<file path="config.mk">
export PLATFORM = sky130hd
export DESIGN_NAME = draw_sprite_array
export DESIGN_NICKNAME = d
export VERILOG_FILES = /design/src/rtl/draw_sprite_array_pkg.sv /design/src/rtl/draw_sprite_array_sprite_hit.sv /design/src/rtl/draw_sprite_array.sv
export SDC_FILE = /design/constraint.sdc
export NUM_CORES = 1
export LEC_CHECK = 0
export CORE_MARGIN = 4
export CORE_UTILIZATION = 29
export DETAILED_ROUTE_END_ITERATION = 8
export SETUP_SLACK_MARGIN = 0.15
export SLEW_MARGIN = 20
export SYNTH_ARGS = -nofsm -noshare
export SYNTH_HDL_FRONTEND = slang
export SYNTH_SLANG_ARGS = --single-unit
</file>
<file path="constraint.sdc">
create_clock -name pclk -period 9.9 [get_ports pclk]
set_clock_uncertainty 0.2 [all_clocks]
set_input_delay 2.475 -clock pclk [delete_from_list [all_inputs] [get_ports pclk]]
set_output_delay 2.475 -clock pclk [all_outputs]
set_load 0.01 [all_outputs]
</file>
<file path="src/rtl/draw_sprite_array_pkg.sv">
// Shared VGA constants and the timing-bus type used by the sprite array pipeline.
package draw_sprite_array_pkg;

  localparam int unsigned TIMING_W = 11;
  localparam int unsigned RGB_W    = 12;
  localparam int unsigned POS_W    = 12;
  // Window compares run one bit wider than positions so x+SPR_W-1 never wraps.
  localparam int unsigned CMP_W    = 13;

  typedef struct packed {
    logic [TIMING_W-1:0] hcount;
    logic [TIMING_W-1:0] vcount;
    logic                hsync;
    logic                vsync;
    logic                hblnk;
    logic                vblnk;
  } timing_t;

endpackage

</file>
<file path="src/rtl/draw_sprite_array_sprite_hit.sv">
// Window comparator for one sprite channel: asserts when the current pixel lies inside
// the sprite rectangle and the channel is enabled outside blanking.
module sprite_hit
  import draw_sprite_array_pkg::*;
#(
  parameter int unsigned SPR_W = 32,
  parameter int unsigned SPR_H = 32
) (
  input  logic                i_en,
  input  logic                i_blank,
  input  logic [TIMING_W-1:0] i_hcount,
  input  logic [TIMING_W-1:0] i_vcount,
  input  logic [POS_W-1:0]    i_xpos,
  input  logic [POS_W-1:0]    i_ypos,
  output logic                o_hit
);

  logic [CMP_W-1:0] w_h;
  logic [CMP_W-1:0] w_v;
  logic [CMP_W-1:0] w_x;
  logic [CMP_W-1:0] w_y;
  logic [CMP_W-1:0] w_x_end;
  logic [CMP_W-1:0] w_y_end;
  logic             w_in_x;
  logic             w_in_y;

  assign w_h     = CMP_W'(i_hcount);
  assign w_v     = CMP_W'(i_vcount);
  assign w_x     = CMP_W'(i_xpos);
  assign w_y     = CMP_W'(i_ypos);
  assign w_x_end = w_x + CMP_W'(SPR_W - 1);
  assign w_y_end = w_y + CMP_W'(SPR_H - 1);

  assign w_in_x = (w_h >= w_x) && (w_h <= w_x_end);
  assign w_in_y = (w_v >= w_y) && (w_v <= w_y_end);
  assign o_hit  = i_en && !i_blank && w_in_x && w_in_y;

endmodule

</file>
<file path="src/rtl/draw_sprite_array.sv">
// Multi-channel sprite overlay: three-stage pipeline (select/address, ROM align, mix)
// with vblank-latched channel shadows and a per-frame sprite collision flag.
module draw_sprite_array
  import draw_sprite_array_pkg::*;
#(
  parameter int unsigned     N_SPR  = 4,
  parameter int unsigned     SPR_W  = 32,
  parameter int unsigned     SPR_H  = 32,
  parameter logic [RGB_W-1:0] TRANSP = 12'h0F0,
  parameter int unsigned     ADDR_W = $clog2(SPR_W * SPR_H)
) (
  input  logic                     pclk,
  input  logic                     rst,
  input  logic [TIMING_W-1:0]      hcount_in,
  input  logic [TIMING_W-1:0]      vcount_in,
  input  logic                     hsync_in,
  input  logic                     vsync_in,
  input  logic                     hblnk_in,
  input  logic                     vblnk_in,
  input  logic [RGB_W-1:0]         rgb_in,
  input  logic [POS_W*N_SPR-1:0]   xpos_in,
  input  logic [POS_W*N_SPR-1:0]   ypos_in,
  input  logic [N_SPR-1:0]         en_in,
  input  logic [RGB_W-1:0]         rgb_pixel,
  output logic [TIMING_W-1:0]      hcount_out,
  output logic [TIMING_W-1:0]      vcount_out,
  output logic                     hsync_out,
  output logic                     vsync_out,
  output logic                     hblnk_out,
  output logic                     vblnk_out,
  output logic [RGB_W-1:0]         rgb_out,
  output logic [ADDR_W-1:0]        pixel_addr,
  output logic                     collision_out
);

  localparam int unsigned SEL_W = (N_SPR > 1) ? $clog2(N_SPR) : 1;

  logic                   r_vblnk_prev;
  logic                   w_vblnk_rise;
  logic [POS_W*N_SPR-1:0] r_xpos_sh;
  logic [POS_W*N_SPR-1:0] r_ypos_sh;
  logic [N_SPR-1:0]       r_en_sh;

  logic [N_SPR-1:0]       w_hit;
  logic [SEL_W-1:0]       w_sel;
  logic                   w_sel_valid;
  logic                   w_multi;
  logic [POS_W-1:0]       w_x_sel;
  logic [POS_W-1:0]       w_y_sel;
  logic [CMP_W-1:0]       w_dx;
  logic [CMP_W-1:0]       w_dy;
  logic [ADDR_W-1:0]      w_addr;
  timing_t                w_timing_in;

  timing_t                r_s1_timing;
  logic [RGB_W-1:0]       r_s1_rgb;
  logic                   r_s1_sel_valid;
  logic                   r_s1_multi;
  logic [ADDR_W-1:0]      r_pixel_addr;

  timing_t                r_s2_timing;
  logic [RGB_W-1:0]       r_s2_rgb;
  logic                   r_s2_sel_valid;
  logic                   r_s2_multi;

  timing_t                r_timing_out;
  logic [RGB_W-1:0]       r_rgb_out;
  logic [RGB_W-1:0]       w_rgb_mix;
  logic                   w_opaque;
  logic                   w_coll_hit;
  logic                   r_coll_acc;
  logic                   r_collision;

  assign w_vblnk_rise = vblnk_in && !r_vblnk_prev;
  assign w_timing_in  = {hcount_in, vcount_in, hsync_in, vsync_in, hblnk_in, vblnk_in};

  // Shadows only change at the vblank edge so a frame is always drawn from one channel set.
  always_ff @(posedge pclk) begin
    if (rst) begin
      r_vblnk_prev <= 1'b0;
      r_xpos_sh    <= '0;
      r_ypos_sh    <= '0;
      r_en_sh      <= '0;
    end else begin
      r_vblnk_prev <= vblnk_in;
      if (w_vblnk_rise) begin
        r_xpos_sh <= xpos_in;
        r_ypos_sh <= ypos_in;
        r_en_sh   <= en_in;
      end
    end
  end

  for (genvar g = 0; g < N_SPR; g++) begin : g_hit
    sprite_hit #(
      .SPR_W (SPR_W),
      .SPR_H (SPR_H)
    ) u_sprite_hit (
      .i_en     (r_en_sh[g]),
      .i_blank  (hblnk_in || vblnk_in),
      .i_hcount (hcount_in),
      .i_vcount (vcount_in),
      .i_xpos   (r_xpos_sh[POS_W*g +: POS_W]),
      .i_ypos   (r_ypos_sh[POS_W*g +: POS_W]),
      .o_hit    (w_hit[g])
    );
  end

  // Descending scan so the lowest-index hitting channel wins.
  always_comb begin
    w_sel       = '0;
    w_sel_valid = 1'b0;
    w_multi     = 1'b0;
    for (int i = N_SPR - 1; i >= 0; i--) begin
      if (w_hit[i]) begin
        if (w_sel_valid) w_multi = 1'b1;
        w_sel_valid = 1'b1;
        w_sel       = SEL_W'(i);
      end
    end
  end

  assign w_x_sel = r_xpos_sh[POS_W*w_sel +: POS_W];
  assign w_y_sel = r_ypos_sh[POS_W*w_sel +: POS_W];
  assign w_dx    = CMP_W'(hcount_in) - CMP_W'(w_x_sel);
  assign w_dy    = CMP_W'(vcount_in) - CMP_W'(w_y_sel);
  assign w_addr  = w_sel_valid ? ADDR_W'(w_dy * CMP_W'(SPR_W) + w_dx) : '0;

  always_ff @(posedge pclk) begin
    if (rst) begin
      r_s1_timing    <= '0;
      r_s1_rgb       <= '0;
      r_s1_sel_valid <= 1'b0;
      r_s1_multi     <= 1'b0;
      r_pixel_addr   <= '0;
      r_s2_timing    <= '0;
      r_s2_rgb       <= '0;
      r_s2_sel_valid <= 1'b0;
      r_s2_multi     <= 1'b0;
    end else begin
      r_s1_timing    <= w_timing_in;
      r_s1_rgb       <= rgb_in;
      r_s1_sel_valid <= w_sel_valid;
      r_s1_multi     <= w_multi;
      r_pixel_addr   <= w_addr;
      r_s2_timing    <= r_s1_timing;
      r_s2_rgb       <= r_s1_rgb;
      r_s2_sel_valid <= r_s1_sel_valid;
      r_s2_multi     <= r_s1_multi;
    end
  end

  always_comb begin
    w_opaque   = (rgb_pixel != TRANSP);
    w_coll_hit = r_s2_multi && w_opaque;
    w_rgb_mix  = r_s2_rgb;
    if (r_s2_timing.hblnk || r_s2_timing.vblnk) begin
      w_rgb_mix = '0;
    end else if (r_s2_sel_valid && w_opaque) begin
      w_rgb_mix = rgb_pixel;
    end
  end

  // A hit landing on the vblank edge itself seeds the next frame's accumulator.
  always_ff @(posedge pclk) begin
    if (rst) begin
      r_timing_out <= '0;
      r_rgb_out    <= '0;
      r_coll_acc   <= 1'b0;
      r_collision  <= 1'b0;
    end else begin
      r_timing_out <= r_s2_timing;
      r_rgb_out    <= w_rgb_mix;
      if (w_vblnk_rise) begin
        r_collision <= r_coll_acc;
        r_coll_acc  <= w_coll_hit;
      end else begin
        r_coll_acc  <= r_coll_acc || w_coll_hit;
      end
    end
  end

  assign hcount_out    = r_timing_out.hcount;
  assign vcount_out    = r_timing_out.vcount;
  assign hsync_out     = r_timing_out.hsync;
  assign vsync_out     = r_timing_out.vsync;
  assign hblnk_out     = r_timing_out.hblnk;
  assign vblnk_out     = r_timing_out.vblnk;
  assign rgb_out       = r_rgb_out;
  assign pixel_addr    = r_pixel_addr;
  assign collision_out = r_collision;

endmodule

</file>
Word-level counts from Yosys, hierarchy flattened
Index checks and enable logic that the tools add are counted.
- logic and storage cells: 109
- output and inout port bits: 49
- register bits after elaboration: 230
- input port bits: 152
- $lt $le $gt $ge: 16
- reductions and logical operators: 30
- shift operators: 2
- eq/ne operators: 1
- $mul: 1
- add/subtract/negate cells: 11
- multiplexer cells: 16
- bitwise gates (word level): 1
- operator list (kind ; count):
    adder 12 x 5 -> 13 bit, second input constant ; 8
    <= comparator 11 x 13 -> 1 bit ; 8
    >= comparator 11 x 12 -> 1 bit ; 8
    indexed part select 48 x 7 -> 10 bit ; 1
    indexed part select 48 x 7 -> 5 bit ; 1
    logical AND 1 bit ; 23
    two-way mux 12 bit ; 1
    inequality test 12 x 8 -> 1 bit, second input constant ; 1
    two-way mux 1 bit ; 11
    adder 10 bit ; 1
    subtractor 10 bit ; 1
    two-way mux 2 bit ; 4
    subtractor 5 bit ; 1
    multiplier 2 x 2 -> 4 bit, first input constant ; 1
    OR reduction 2 bit ; 2
    logical OR 1 bit ; 3
    logical NOT 1 bit ; 2
    NOT 1 bit ; 1

Longest topological paths before layout
- word-level depth: 13
- gate-level depth with buffers: 33
- mapped depth without buffers: 32

Modules after synthesis
Synthesis repeated with hierarchy kept, for this count alone.
- cell total of the unflattened synthesis: 1583
- area total of the unflattened synthesis: 13698.1 um2
- modules (own cells, without submodules) (module ; area an instance (um2) ; sequential area each (um2) ; instances ; cells each):
    draw_sprite_array ; 8091.5 ; 4604.4 ; 1 ; 853
    sprite_hit (g_hit[0].u_sprite_hit ...) ; 1396.3 ; 0.0 ; 3 ; 182
    sprite_hit (g_hit[1].u_sprite_hit) ; 1417.6 ; 0.0 ; 1 ; 184

Worst setup path after synthesis
Ideal clock, no wire load.
- path type: input to register
- start: input vcount_in[0]
- end: register r_pixel_addr[9] (netlist: pixel_addr[9])
- setup time: 0.123 ns
- stages: 25
- setup slack: 2.302 ns
- buffers on the path: 1
- arrival: 7.274 ns
- required time: 9.577 ns
- cells stage by stage: inv_1 -> ha_1 -> a21boi_0 -> o21a_1 -> o31ai_1 -> a221o_1 -> a221oi_4 -> o21ai_2 -> a21boi_4 -> buf_4 -> nor2_1 -> a211oi_1 -> a21oi_1 -> ha_1 -> fa_1 -> inv_1 -> fa_1 -> ha_1 -> o21ai_0 -> nand2b_1 -> a21o_1 -> a21oi_1 -> xnor2_1 -> xnor2_1 -> mux2_1
- longest elaborated chain between the ends: 11
- elaborated cells between the ends (all ways): 32
- classes of those cells: add/sub (3); mul (1); order compare (8); shift (2); mux (8); bitwise (1); reduce/logical (9)
- RTL lines (item ; RTL line ; RTL):
    start: declaration ; draw_sprite_array.sv:15 ; input logic [TIMING_W-1:0] vcount_in,
    <= comparator 11 x 13 -> 1 bit or >= comparator 11 x 12 -> 1 bit (tied branches) ; draw_sprite_array_sprite_hit.sv:35 ; assign w_in_y = (w_v >= w_y) && (w_v <= w_y_end);
    logical AND 1 bit ; draw_sprite_array_sprite_hit.sv:35 ;
    logical AND 1 bit ; draw_sprite_array_sprite_hit.sv:36 ; assign o_hit = i_en && !i_blank && w_in_x && w_in_y;
    two-way mux 2 bit (4 in series) ; draw_sprite_array.sv:115 ; if (w_hit[i]) begin
    multiplier 2 x 2 -> 4 bit ; draw_sprite_array.sv:123, draw_sprite_array.sv:124 ;
    indexed part select 48 x 7 -> 10 bit or indexed part select 48 x 7 -> 5 bit (tied branches) ; draw_sprite_array.sv:123, draw_sprite_array.sv:124 ;
    subtractor 10 bit or subtractor 5 bit (tied branches) ; draw_sprite_array.sv:125, draw_sprite_array.sv:126 ;
    adder 10 bit ; draw_sprite_array.sv:127 ; assign w_addr = w_sel_valid ? ADDR_W'(w_dy * CMP_W'(SPR_W) + w_dx) : '0;
    end signal: assignment ; draw_sprite_array.sv:145 ; r_pixel_addr <= w_addr;
    end: declaration ; draw_sprite_array.sv:59 ; logic [ADDR_W-1:0] r_pixel_addr;
Several ways; a longest one is shown, not always the timed one.
A chain may end at the register's enable or synchronous reset.

Worst setup path in the final report
- start: input vcount_in[8]
- end: register r_pixel_addr[9] (netlist: pixel_addr[9])
Same word-level chain as after synthesis.

==> results.rst <==
.. list-table::
   :header-rows: 1

   * - Metric
     - Value
   * - Worst Setup End Kind
     - flip-flop
   * - Share of flip-flops with an asynchronous set or reset after synthesis
     - 0%
   * - Area of the core
     - approximately 47000 um^2
   * - Max stage delay on crit path
     - ~800 ps
   * - Pin count of the biggest net entering global routing
     - 106
   * - Remaining global-route overflow
     - 0
   * - Sequential cell area fraction in the yosys report
     - 33.7%
   * - HPWL Detailed
     - 33400 um
   * - Total count of hold-check failures in the final report
     - 0
   * - Critical setup path kind
     - in -> reg
   * - Top cell by count, worst path
     - sky130_fd_sc_hd__a21oi_1
   * - Total negative slack for setup checks
     - 0 ps
   * - Top library cells by usage in the layout, fill and taps aside
     - 263 x sky130_fd_sc_hd__nand2_1, 230 x sky130_fd_sc_hd__dfxtp_1, 201 x sky130_fd_sc_hd__ha_1, 199 x sky130_fd_sc_hd__clkdlybuf4s50_1, 164 x sky130_fd_sc_hd__a21oi_1
   * - Worst Hold Slack
     - between 200 and 250 ps
   * - Slew headroom
     - 31.6%
   * - Number of library cell types mapped by synthesis
     - between 70 and 80
   * - Number of buffers created by CTS
     - 27
   * - Via/cell ratio
     - 4.87
   * - Min Clock Period, post-route
     - 8380 ps
   * - Cell breakdown of the critical path
     - clkdlybuf4s50_1 > ha_1 > nand3_1 > or2_2 > a21oi_1 > a21oi_1 > o311ai_0 > nand4b_1 > a21boi_4 > nor2_1 > a211oi_1 > a21oi_1 > ha_1 > fa_1 > inv_1 > fa_1 > ha_1 > o21ai_0 > nand2b_1 > a21o_1 > a21oi_1 > xnor2_1 > xnor2_1 > mux2_1
   * - Top-Level Pins
     - 201
   * - Total of warnings raised by yosys
     - 0
   * - Area of placed instances
     - 16300 um^2
   * - Wire length per cell
     - roughly 18 um
   * - Number of cells upsized or downsized after cts
     - 0
   * - Status
     - completed
   * - Worst min path class
     - reg -> reg
   * - CTS tree
     - done
   * - Initial antenna violation count
     - 1
   * - Number of core rows
     - 79
   * - Routed via count
     - 11.9k
   * - Number of DRC markers in iteration 0
     - around 680
   * - Synthesized area per cell
     - 8.32 um^2
   * - Worst Tran Pin Value
     - 1030 ps
   * - Share of the clock period used by the worst path after layout
     - 84.7%
   * - Clock tree buffer depth
     - 3
   * - Clock tree root buffer cell
     - sky130_fd_sc_hd__clkbuf_16
   * - Cell types with the largest area share after synthesis
     - sky130_fd_sc_hd__dfxtp_1 34%, sky130_fd_sc_hd__ha_1 18%, sky130_fd_sc_hd__nand2_1 7.2%, sky130_fd_sc_hd__a21oi_1 6.0%, sky130_fd_sc_hd__nor2b_1 5.1%
   * - Share of cells above drive strength 1
     - under 10%
   * - DRT Pass-1 Iters
     - 5
   * - Diode insertion count for antenna repair
     - 0
   * - Cell type with the largest total area after synthesis
     - sky130_fd_sc_hd__dfxtp_1
   * - Number of enable flip-flop cells after synthesis
     - 0
   * - Post-CTS setup buffer count
     - 0
   * - Synthesis-to-finish area growth
     - 26.4%
   * - Post-synthesis net count
     - 2000
   * - Worst path setup slack after routing
     - 1520 ps
   * - First-pass GRT wire length
     - 67100 um
   * - Total routing usage reported by global routing
     - 16.6%
   * - Total non-filler cell area in the finished layout
     - 17300 um^2
   * - Critical path launch point type
     - input port
   * - Fmax
     - 119 MHz
   * - Cell type of the slowest stage on the worst timing path
     - sky130_fd_sc_hd__clkdlybuf4s50_1
   * - Clock-pin slew of the registers on the worst-case setup and hold paths
     - 60 ps
   * - Vias in the first global route
     - 12.1k
   * - Number of sinks handled by clock tree synthesis
     - 230
   * - Worst path buffer plus inverter count
     - 2
   * - X dimension of the die
     - 225 um
   * - Routed WL
     - 43200 um
   * - Worst setup timing slack at the placement stage
     - 837 ps
   * - Hold_buf cts
     - 0
   * - Primary flip-flop cell chosen by synthesis mapping
     - sky130_fd_sc_hd__dfxtp_1
   * - H-Tree Level Count
     - 1
   * - Number of nets in the final layout
     - 2183
   * - Peak fanout along the critical path
     - 17
   * - Latest clock arrival within the worst-skew pair
     - about 580 ps
   * - Total DRC errors in the routed layout
     - 0
   * - Synthesized instance count
     - ~1.6k
   * - Input/output buffers
     - 200
   * - Family of cells with the greatest summed delay on the critical path
     - adder cells
   * - Data arrival, critical path
     - 8620 ps
   * - Number of pins exceeding their max-slew limit in the final report
     - 0
   * - Peak ir drop on the vdd network
     - 0.131 mV
   * - Height of the chip
     - 225 um
   * - Antenna Nets Post-Route
     - 0
   * - Leading cell type in the layout, fill and taps excluded
     - sky130_fd_sc_hd__nand2_1
   * - R2r setup slk
     - roughly 2800 ps
   * - Fraction of synthesized cell area taken by the top area cell type
     - approximately a third
   * - Die outline area
     - 50600 um^2
   * - Synth Register Bits
     - between 200 and 250
   * - Endpoint required time on the critical path
     - 10130 ps
   * - Starting utilization of the core area
     - 29.3%
   * - Ratio of total power to cell area
     - 149 nW/um^2
   * - Area of the mapped netlist
     - 13700 um^2
   * - Max-capacitance violation count
     - 0
   * - Finish-stage setup viols
     - 0
   * - Weighted congestion reported at the end of routability-driven placement
     - 0.939
   * - RSZ-0062 raised after global routing
     - no
   * - Lkg Pwr
     - 0.00677 uW
[layout make-up]
class | instances | area, um^2
fill | 4768 | 29300
multi-input combinational | 1235 | 8390
sequential | 230 | 4600
timing repair buffer | 213 | 2130
clock buffer | 39 | 811
tap | 607 | 759
inverter | 117 | 439
clock inverter | 10 | 125
[state kept, by name, summed over array words and instances (netlist names)]
signal / flops
collision_out: 1
r_s1_sel_valid: 1
r_s1_timing: 26
vblnk_out: 1
pixel_addr: 10
vcount_out: 11
rgb_out: 12
hblnk_out: 1
r_s2_multi: 1
hsync_out: 1
r_s1_rgb: 12
r_ypos_sh: 48
r_s2_sel_valid: 1
r_s2_rgb: 12
r_xpos_sh: 48
r_s2_timing: 26
r_s1_multi: 1
hcount_out: 11
r_coll_acc: 1
vsync_out: 1
r_en_sh: 4
[through the flow]
step,utilization (%),total power (uW),std cells
2_1_floorplan,-,1350,1641
3_3_place_gp,35.0,1540,2401
6_report,37.1,2560,2451
4_1_cts,37.0,2610,2450
5_1_grt,37.1,2710,2451
3_5_place_dp,35.0,1560,2401
[per-layer routing]
metal	wire (um)	up-vias	GRT usage, %
met5	8	-	0
met4	1480	2	5.43
met3	2270	70	2.87
met2	19900	308	27.9
met1	19500	5554	21.8
li1	-	6008	-
[cell families after synthesis]
| logic type | after synthesis | synth area share, % |
|---|---|---|
| fa+ha+maj | 208 | 19.4 |
| mux | 14 | 1.07 |
| compound gates | 332 | 14.8 |
| simple gates | 602 | 21.0 |
| buf+inv | 176 | 4.93 |
| xor+xnor | 79 | 5.07 |
| flops | 230 | 33.7 |
[synthesized netlist by cell type (10+ instances only)]
| cell type | number |
|---|---|
| sky130_fd_sc_hd__o21ai_0 | 53 |
| sky130_fd_sc_hd__a31oi_1 | 10 |
| sky130_fd_sc_hd__nor3_1 | 25 |
| sky130_fd_sc_hd__nor2b_1 | 112 |
| sky130_fd_sc_hd__a21o_1 | 18 |
| sky130_fd_sc_hd__clkbuf_1 | 48 |
| sky130_fd_sc_hd__nand3_1 | 31 |
| sky130_fd_sc_hd__inv_1 | 116 |
| sky130_fd_sc_hd__a21oi_1 | 164 |
| sky130_fd_sc_hd__nor2_1 | 87 |
| sky130_fd_sc_hd__nand4_1 | 31 |
| sky130_fd_sc_hd__a211oi_1 | 10 |
| sky130_fd_sc_hd__dfxtp_1 | 230 |
| sky130_fd_sc_hd__o211ai_1 | 15 |
| sky130_fd_sc_hd__nand2_1 | 263 |
| sky130_fd_sc_hd__ha_1 | 201 |
| sky130_fd_sc_hd__xnor2_1 | 77 |
[final timing paths]
| kind | from | endpoint | cells past startpoint |
|---|---|---|---|
| max | vcount_in[8] | pixel_addr[9] | 24 |
| max reg2reg | r_ypos_sh[24] | pixel_addr[9] | 27 |
| min reg2reg | r_s1_timing[1] | r_s2_timing[1] | 1 |
| min | r_s1_timing[1] | r_s2_timing[1] | 1 |
[report_power, final]
part           switching, uW  leakage [uW]  internal (uW)
Combinational            281       0.00442            249
Clock                    407      0.000463            622
Sequential              38.3       0.00189            968
Note: power is estimated with default switching activity, not from simulation.
